### src/rtl/flit_packet_arbiter.sv
// Packet-level round-robin arbiter sharing one flit FIFO write port among NUM_REQ requesters.
// A granted requester owns the port until FLITS flits have been accepted.
module flit_packet_arbiter #(
  parameter int unsigned INPUT_WIDTH = 128,
  parameter int unsigned FLITS       = 5,
  parameter int unsigned NUM_REQ     = 2,
  parameter int unsigned CNT_BITS    = 3
) (
  input  logic                           clk_in,
  input  logic                           rst_n,
  input  logic [NUM_REQ-1:0]             req_in,
  input  logic [NUM_REQ-1:0]             valid_in,
  input  logic [NUM_REQ*INPUT_WIDTH-1:0] data_in,
  output logic [NUM_REQ-1:0]             gnt_out,
  output logic                           fifo_wr_en,
  output logic [INPUT_WIDTH-1:0]         fifo_data_out,
  output logic                           sop_out,
  output logic                           eop_out,
  output logic                           busy_out,
  output logic [15:0]                    pkt_count_out
);

  localparam int unsigned OWN_W = (NUM_REQ > 1) ? $clog2(NUM_REQ) : 1;
  localparam int unsigned PKT_W = 16;

  typedef enum logic {
    ST_IDLE = 1'b0,
    ST_XFER = 1'b1
  } state_e;

  state_e                 state_q, state_d;
  logic [OWN_W-1:0]       owner_q, owner_d;
  logic [OWN_W-1:0]       last_q, last_d;
  logic [CNT_BITS-1:0]    idx_q, idx_d;
  logic [NUM_REQ-1:0]     gnt_q, gnt_d;
  logic                   wr_q, wr_d;
  logic                   sop_q, sop_d;
  logic                   eop_q, eop_d;
  logic                   busy_q, busy_d;
  logic [INPUT_WIDTH-1:0] data_q, data_d;
  logic [PKT_W-1:0]       pkt_count_q, pkt_count_d;

  logic                   pick_vld_c;
  logic [OWN_W-1:0]       pick_c;
  logic [OWN_W-1:0]       cand_c;
  logic                   own_vld_c;
  logic [INPUT_WIDTH-1:0] own_data_c;
  logic                   last_flit_c;

  // Round-robin search starting just after the previous owner
  always_comb begin
    pick_vld_c = 1'b0;
    pick_c     = '0;
    cand_c     = '0;
    for (int unsigned k = 1; k <= NUM_REQ; k++) begin
      cand_c = OWN_W'((32'(last_q) + k) % NUM_REQ);
      if (!pick_vld_c && req_in[cand_c]) begin
        pick_vld_c = 1'b1;
        pick_c     = cand_c;
      end
    end
  end

  assign own_vld_c   = valid_in[owner_q];
  assign own_data_c  = data_in[32'(owner_q) * INPUT_WIDTH +: INPUT_WIDTH];
  assign last_flit_c = (idx_q == CNT_BITS'(FLITS - 1));

  // Next-state and registered-output logic
  always_comb begin
    state_d     = state_q;
    owner_d     = owner_q;
    last_d      = last_q;
    idx_d       = idx_q;
    gnt_d       = gnt_q;
    wr_d        = 1'b0;
    sop_d       = 1'b0;
    eop_d       = 1'b0;
    busy_d      = busy_q;
    data_d      = data_q;
    pkt_count_d = pkt_count_q;
    case (state_q)
      ST_IDLE: begin
        if (pick_vld_c) begin
          state_d = ST_XFER;
          owner_d = pick_c;
          gnt_d   = NUM_REQ'(1) << pick_c;
          busy_d  = 1'b1;
          idx_d   = '0;
        end
      end
      ST_XFER: begin
        if (own_vld_c) begin
          wr_d   = 1'b1;
          data_d = own_data_c;
          sop_d  = (idx_q == '0);
          eop_d  = last_flit_c;
          idx_d  = idx_q + CNT_BITS'(1);
          if (last_flit_c) begin
            state_d     = ST_IDLE;
            gnt_d       = '0;
            busy_d      = 1'b0;
            idx_d       = '0;
            last_d      = owner_q;
            pkt_count_d = pkt_count_q + PKT_W'(1);
          end
        end
      end
    endcase
  end

  always_ff @(posedge clk_in) begin
    if (!rst_n) begin
      state_q     <= ST_IDLE;
      owner_q     <= '0;
      last_q      <= OWN_W'(NUM_REQ - 1);
      idx_q       <= '0;
      gnt_q       <= '0;
      wr_q        <= 1'b0;
      sop_q       <= 1'b0;
      eop_q       <= 1'b0;
      busy_q      <= 1'b0;
      data_q      <= '0;
      pkt_count_q <= '0;
    end else begin
      state_q     <= state_d;
      owner_q     <= owner_d;
      last_q      <= last_d;
      idx_q       <= idx_d;
      gnt_q       <= gnt_d;
      wr_q        <= wr_d;
      sop_q       <= sop_d;
      eop_q       <= eop_d;
      busy_q      <= busy_d;
      data_q      <= data_d;
      pkt_count_q <= pkt_count_d;
    end
  end

  assign gnt_out       = gnt_q;
  assign fifo_wr_en    = wr_q;
  assign fifo_data_out = data_q;
  assign sop_out       = sop_q;
  assign eop_out       = eop_q;
  assign busy_out      = busy_q;
  assign pkt_count_out = pkt_count_q;

endmodule
### config.mk
export PLATFORM = sky130hd
export DESIGN_NAME = flit_packet_arbiter
export DESIGN_NICKNAME = d
export VERILOG_FILES = /design/src/rtl/flit_packet_arbiter.sv
export SDC_FILE = /design/constraint.sdc
export NUM_CORES = 1
export LEC_CHECK = 0
export ABC_AREA = 0
export BUFFER_PORTS_ARGS = -buffer_cell sky130_fd_sc_hd__buf_2
export CORE_AREA = 5 5 158 160
export CTS_CLUSTER_SIZE = 40
export DETAILED_ROUTE_END_ITERATION = 12
export DIE_AREA = 0 0 163 165
export SYNTH_ARGS = -nofsm -noshare
export SYNTH_HDL_FRONTEND = slang
export SYNTH_SLANG_ARGS = --single-unit
### constraint.sdc
create_clock -name clk_in -period 5.3 [get_ports clk_in]
set_input_delay 0.265 -clock clk_in [delete_from_list [all_inputs] [get_ports clk_in]]
set_output_delay 0.265 -clock clk_in [all_outputs]
set_load 0.03 [all_outputs]
* After elaboration in Yosys (flattened, before gate mapping)
Index checks and enable logic that the tools add are counted.
** Word-level totals
- Memory bits (writable) :: 0
- Flip-flop bits (word level) :: 156
- Memories kept :: 0
- Word-level logic and storage cells :: 62
- Output and inout port bits :: 150
- Latch bits :: 0
- Bits in read-only memories :: 0
** Cells by class
- Add/sub/neg operators :: 4
- Order comparisons :: 3
- Multiply operators :: 0
- Eq/ne operators :: 4
- Reduce and logical (&&, ||, !) cells :: 10
- Muxes and demuxes :: 27
- Div/mod/pow operators :: 0
- Shift-type cells :: 2
- Bitwise gates (word level) :: 1
** Operator list (count)
- 256-bit by 9-bit indexed part select with 128-bit output :: 1
- 1-bit two-way mux :: 17
- 16-bit by 1-bit adder with 16-bit output (second input constant) :: 1
- 3-bit two-way mux :: 3
- 3-bit AND reduction :: 3
- 2-bit AND reduction :: 4
- 1-bit by 2-bit less-than comparator with 1-bit output (second input constant) :: 3
- 2-bit two-way mux :: 3
- 3-bit one-hot mux with 2 select lines :: 1
- 2-bit by 1-bit inequality test with 1-bit output (second input constant) :: 2
- 1-bit one-hot mux with 2 select lines :: 2
- 2-bit one-hot mux with 2 select lines :: 1
- 3-bit by 1-bit adder with 3-bit output (second input constant) :: 1
- 3-bit equality test (second input constant) :: 1
- 3-bit zero test :: 1
- 1-bit adder (second input constant) :: 2
- 2-bit inequality test (second input constant) :: 1
- 1-bit by 1-bit left shift with 2-bit output (first input constant) :: 1
- 1-bit logical AND :: 1
- 1-bit zero test :: 1
- 1-bit NOT :: 1

* Logic depth before layout (Yosys ltp)
- Depth after elaboration :: 10
- Depth in mapped cells :: 8
- Mapped depth without buffers :: 6

* Least setup slack after synthesis
Ideal clock, no wire load.
- Kind :: register to register
- Start :: register pkt_count_q[0], in the netlist pkt_count_out[0]
- End :: register pkt_count_q[10], in the netlist pkt_count_out[10]
- Stages on the path, launching flop included :: 7
- Setup slack :: 3348 ps
- Buffers on the path :: 1
- Setup time :: 70 ps
- Clock period less this slack :: 1952 ps
- Arrival time :: 1881 ps
- Data required time :: 5230 ps
- Cells stage by stage :: dfxtp_1 > ha_1 > nand3_1 > or4_1 > buf_2 > or3_1 > a21oi_1
** Between the ends
- Cells in the longest elaborated chain, start to end :: 1
** Ends and longest elaborated chain
- start, declared :: line 41 : logic [PKT_W-1:0] pkt_count_q, pkt_count_d;
- start signal, assigned :: line 135 : pkt_count_q <= pkt_count_d;
- 16-bit by 1-bit adder with 16-bit output :: line 104 : pkt_count_d = pkt_count_q + PKT_W'(1);
No other way between the ends.
A chain may end at the register's enable or synchronous reset.

* Final worst setup path
- Start :: register owner_q
- End :: register data_q[17], in the netlist fifo_data_out[17]
** Between the ends
- Cells in the longest elaborated chain, start to end :: 3
- Elaborated cells between the ends (all ways) :: 4
- Those cells by class :: shift (1); mux (2); reduce/logical (1)
** Ends and longest elaborated chain
- start, declared :: line 32 : logic [OWN_W-1:0] owner_q, owner_d;
- start signal, assigned :: line 126 : owner_q <= owner_d;
- branches (longest 3 deep; another with 256-bit by 9-bit indexed part select with 128-bit output)
- end signal, assigned :: line 134 : data_q <= data_d;
- end, declared :: line 40 : logic [INPUT_WIDTH-1:0] data_q, data_d;
Parallel ways; which one is timed is not known. The select of a mux whose other input is x is not followed.

==> metrics.csv <==
metric,value,unit
metal2 WL,10600,µm
DRT Wirelength,21200,µm
CTS-repair resized insts,0,
post-route ant nets,0,
Storage cell area,0.00313,mm²
"delay-heaviest family, CP",simple AND/OR/NAND/NOR gates,
worst stage delay on the critical path,700,ps
"Avg Cell Area, Syn",9.45,µm²
Setup TNS Final,0,ps
Worst Path Max Fanout,87,
post-layout min period,2610,ps
Crit. End Element,register,
Fillers,2381,
# IOs,412,
Setup WS pre-CTS,2720,ps
nets,1349,
sequential cell area fraction in the yosys report,0.465,
yosys warns,0,
Worst-path clk slew,70,ps
largest net degree at the start of global routing,125,
outcome,completed,
initial drt markers,284,
Setup crit start kind,register,
port bufs,411,
synth cell count leaders,"156 x dfxtp_1, 142 x nor2_1, 129 x a211oi_1",
Routed met1 length,8830,µm
Synth Cell Area,0.00672,mm²
CTS hold repair buffers,0,
Max Freq,0.383,GHz
vias in the first global route,6249,
drt pass-1 iters,4,
Clock Sink Count,156,
grt ovf,0,
total power,3.10,mW
Max Cap Viol,0,
Vias,6373,
Fin Clk Skew,17.7,ps
initial antenna violation count,1,
dominant cells by area after synthesis,"dfxtp_1 46%, mux2i_1 19%, a211oi_1 14%",
Post-CTS Setup Inserts,0,
Core Box Area,0.0233,mm²
WS Path Type,register to register,
gp weighted congestion,0.808,
Max Root-Sink Buffers,2,
Final Hold Fails,0,
root buffer cell,clkbuf_16,
area share of the largest cell type after synthesis,0.465,
Most used DFF post-synth,dfxtp_1,
Syn Inst Count,711,
Total Routing Usage GR,0.149,
vias per std cell,4.50,
H-tree levels,4,
"Clk Latency, worst-skew pair",420,ps
Area Growth Syn to Fin,42.6,%
worst relative slew slack,0.336,
Starting Density,0.289,
chip height,165,µm
PwrDens,324,mW/mm²
asr flop ratio synth,0,
final instance area,0.00958,mm²
CTS Buf Count,17,
footprint of the multi-input gates,0.00334,mm²
Die Footprint,0.0269,mm²
max-slew violation count,0,
CTS tree,yes,
most frequent cell after synthesis,dfxtp_1,
Max IR drop VDD,0.159,mV
crit path DAT,2930,ps
CP Buf/Inv Count,1,
syn nets,976,
top routing layer used,met4,
Static Leak,4.18,nW
WL/cell,15.0,µm
Min Hold Slack,88.0,ps
synthesized flop and latch total,156,
Final Cycle Share,0.493,
crit path cell chain,mux2_2 > and2_4 > buf_4 > nor2_1 > a211oi_1,
number of synthesized flops with an enable pin,0,
first-pass GRT wire length,32300,µm
Routed met3 length,1520,µm
final worst slack,2690,ps
"Setup violations, final",0,
"area leader, netlist",dfxtp_1,
layout cells sized above 1,0.414,
HP Class,primary input to register,
setup repair after global routing missed its margin,no,
WP data required,5620,ps
std cell rows,56,
Die W,163,µm
Post-route DRC,0,
slowest cell on the critical path,and2_4,
post-synth cell types,36,
Worst Tran Pin Value,996,ps
dpl cell area,0.00899,mm²
DP HPWL,16600,µm
==> routing by layer <==
metal | vias up | GRT usage
li1 | 3341 | -
met5 | - | 0
met4 | 0 | 0.0446
met2 | 229 | 0.260
met3 | 19 | 0.0464
met1 | 2784 | 0.177
==> state kept, by name (all words and copies together), names as in the netlist, 2 cells and up <==
register / flops
fifo_data_out: 128
pkt_count_out: 16
idx_q: 3
gnt_out: 2
==> per-stage QoR <==
stage                     instances   util
after floorplan                 711      -
after global placement         1384  0.387
after detailed placement       1384  0.387
after CTS                      1416  0.412
after global routing           1417  0.412
final                          1417  0.412
==> placed cells by master, fill, tap and decap left out, types with 3 or more instances in the layout <==
master     count
xnor2_1        7
nor3_1         5
buf_4          4
a21oi_1       13
inv_1          3
o21ai_1        7
nand2_1       12
buf_2        411
ha_1           3
nand4_1        5
or3_1          7
inv_8          3
a211oi_1     129
nor2_1       142
nand3_1        9
mux2i_1      128
dfxtp_1      155
clkbuf_16     17
inv_6          7
==> worst reg2reg max path, delay by kind of cell, from the launching register on <==
family	cells	cell delay (ps)
compound gates	1	220
buf+inv	1	590
flops	1	590
mux	1	290
simple gates	2	800
==> cells by family after synthesis <==
family          after synthesis  synth area share
simple gates                193             0.122
flops                       156             0.465
compound gates              155             0.165
mux                         130             0.194
buf+inv                      66            0.0382
xor+xnor                      8            0.0104
fa+ha+maj                     3           0.00559
==> report_power, final <==
part           leakage (nW)  internal [mW]  switching, mW
registers              1.28           1.25         0.0412
clock network         0.293          0.681          0.531
logic                  2.60          0.225          0.373
total                  4.18           2.16          0.944
==> final cells by class <==
cell class | count | area share
well taps | 319 | 0.0416
diodes | 1 | 0.000261
inverters | 4 | 0.00183
clock inverters | 14 | 0.0154
clock buffers | 18 | 0.0458
multi-input cells | 489 | 0.349
flip-flops and latches | 156 | 0.326
repair buffers | 416 | 0.220
==> final timing paths <==
check	from	endpoint	slack (ps)	cells after the start
setup / recovery	owner_q	fifo_data_out[17]	2690	5
hold / removal	rst_n	last_q	90	2
setup reg to reg	owner_q	fifo_data_out[17]	2690	5
hold reg to reg	busy_out	busy_out	460	2
No activity file was read; power rests on OpenSTA's default activity.
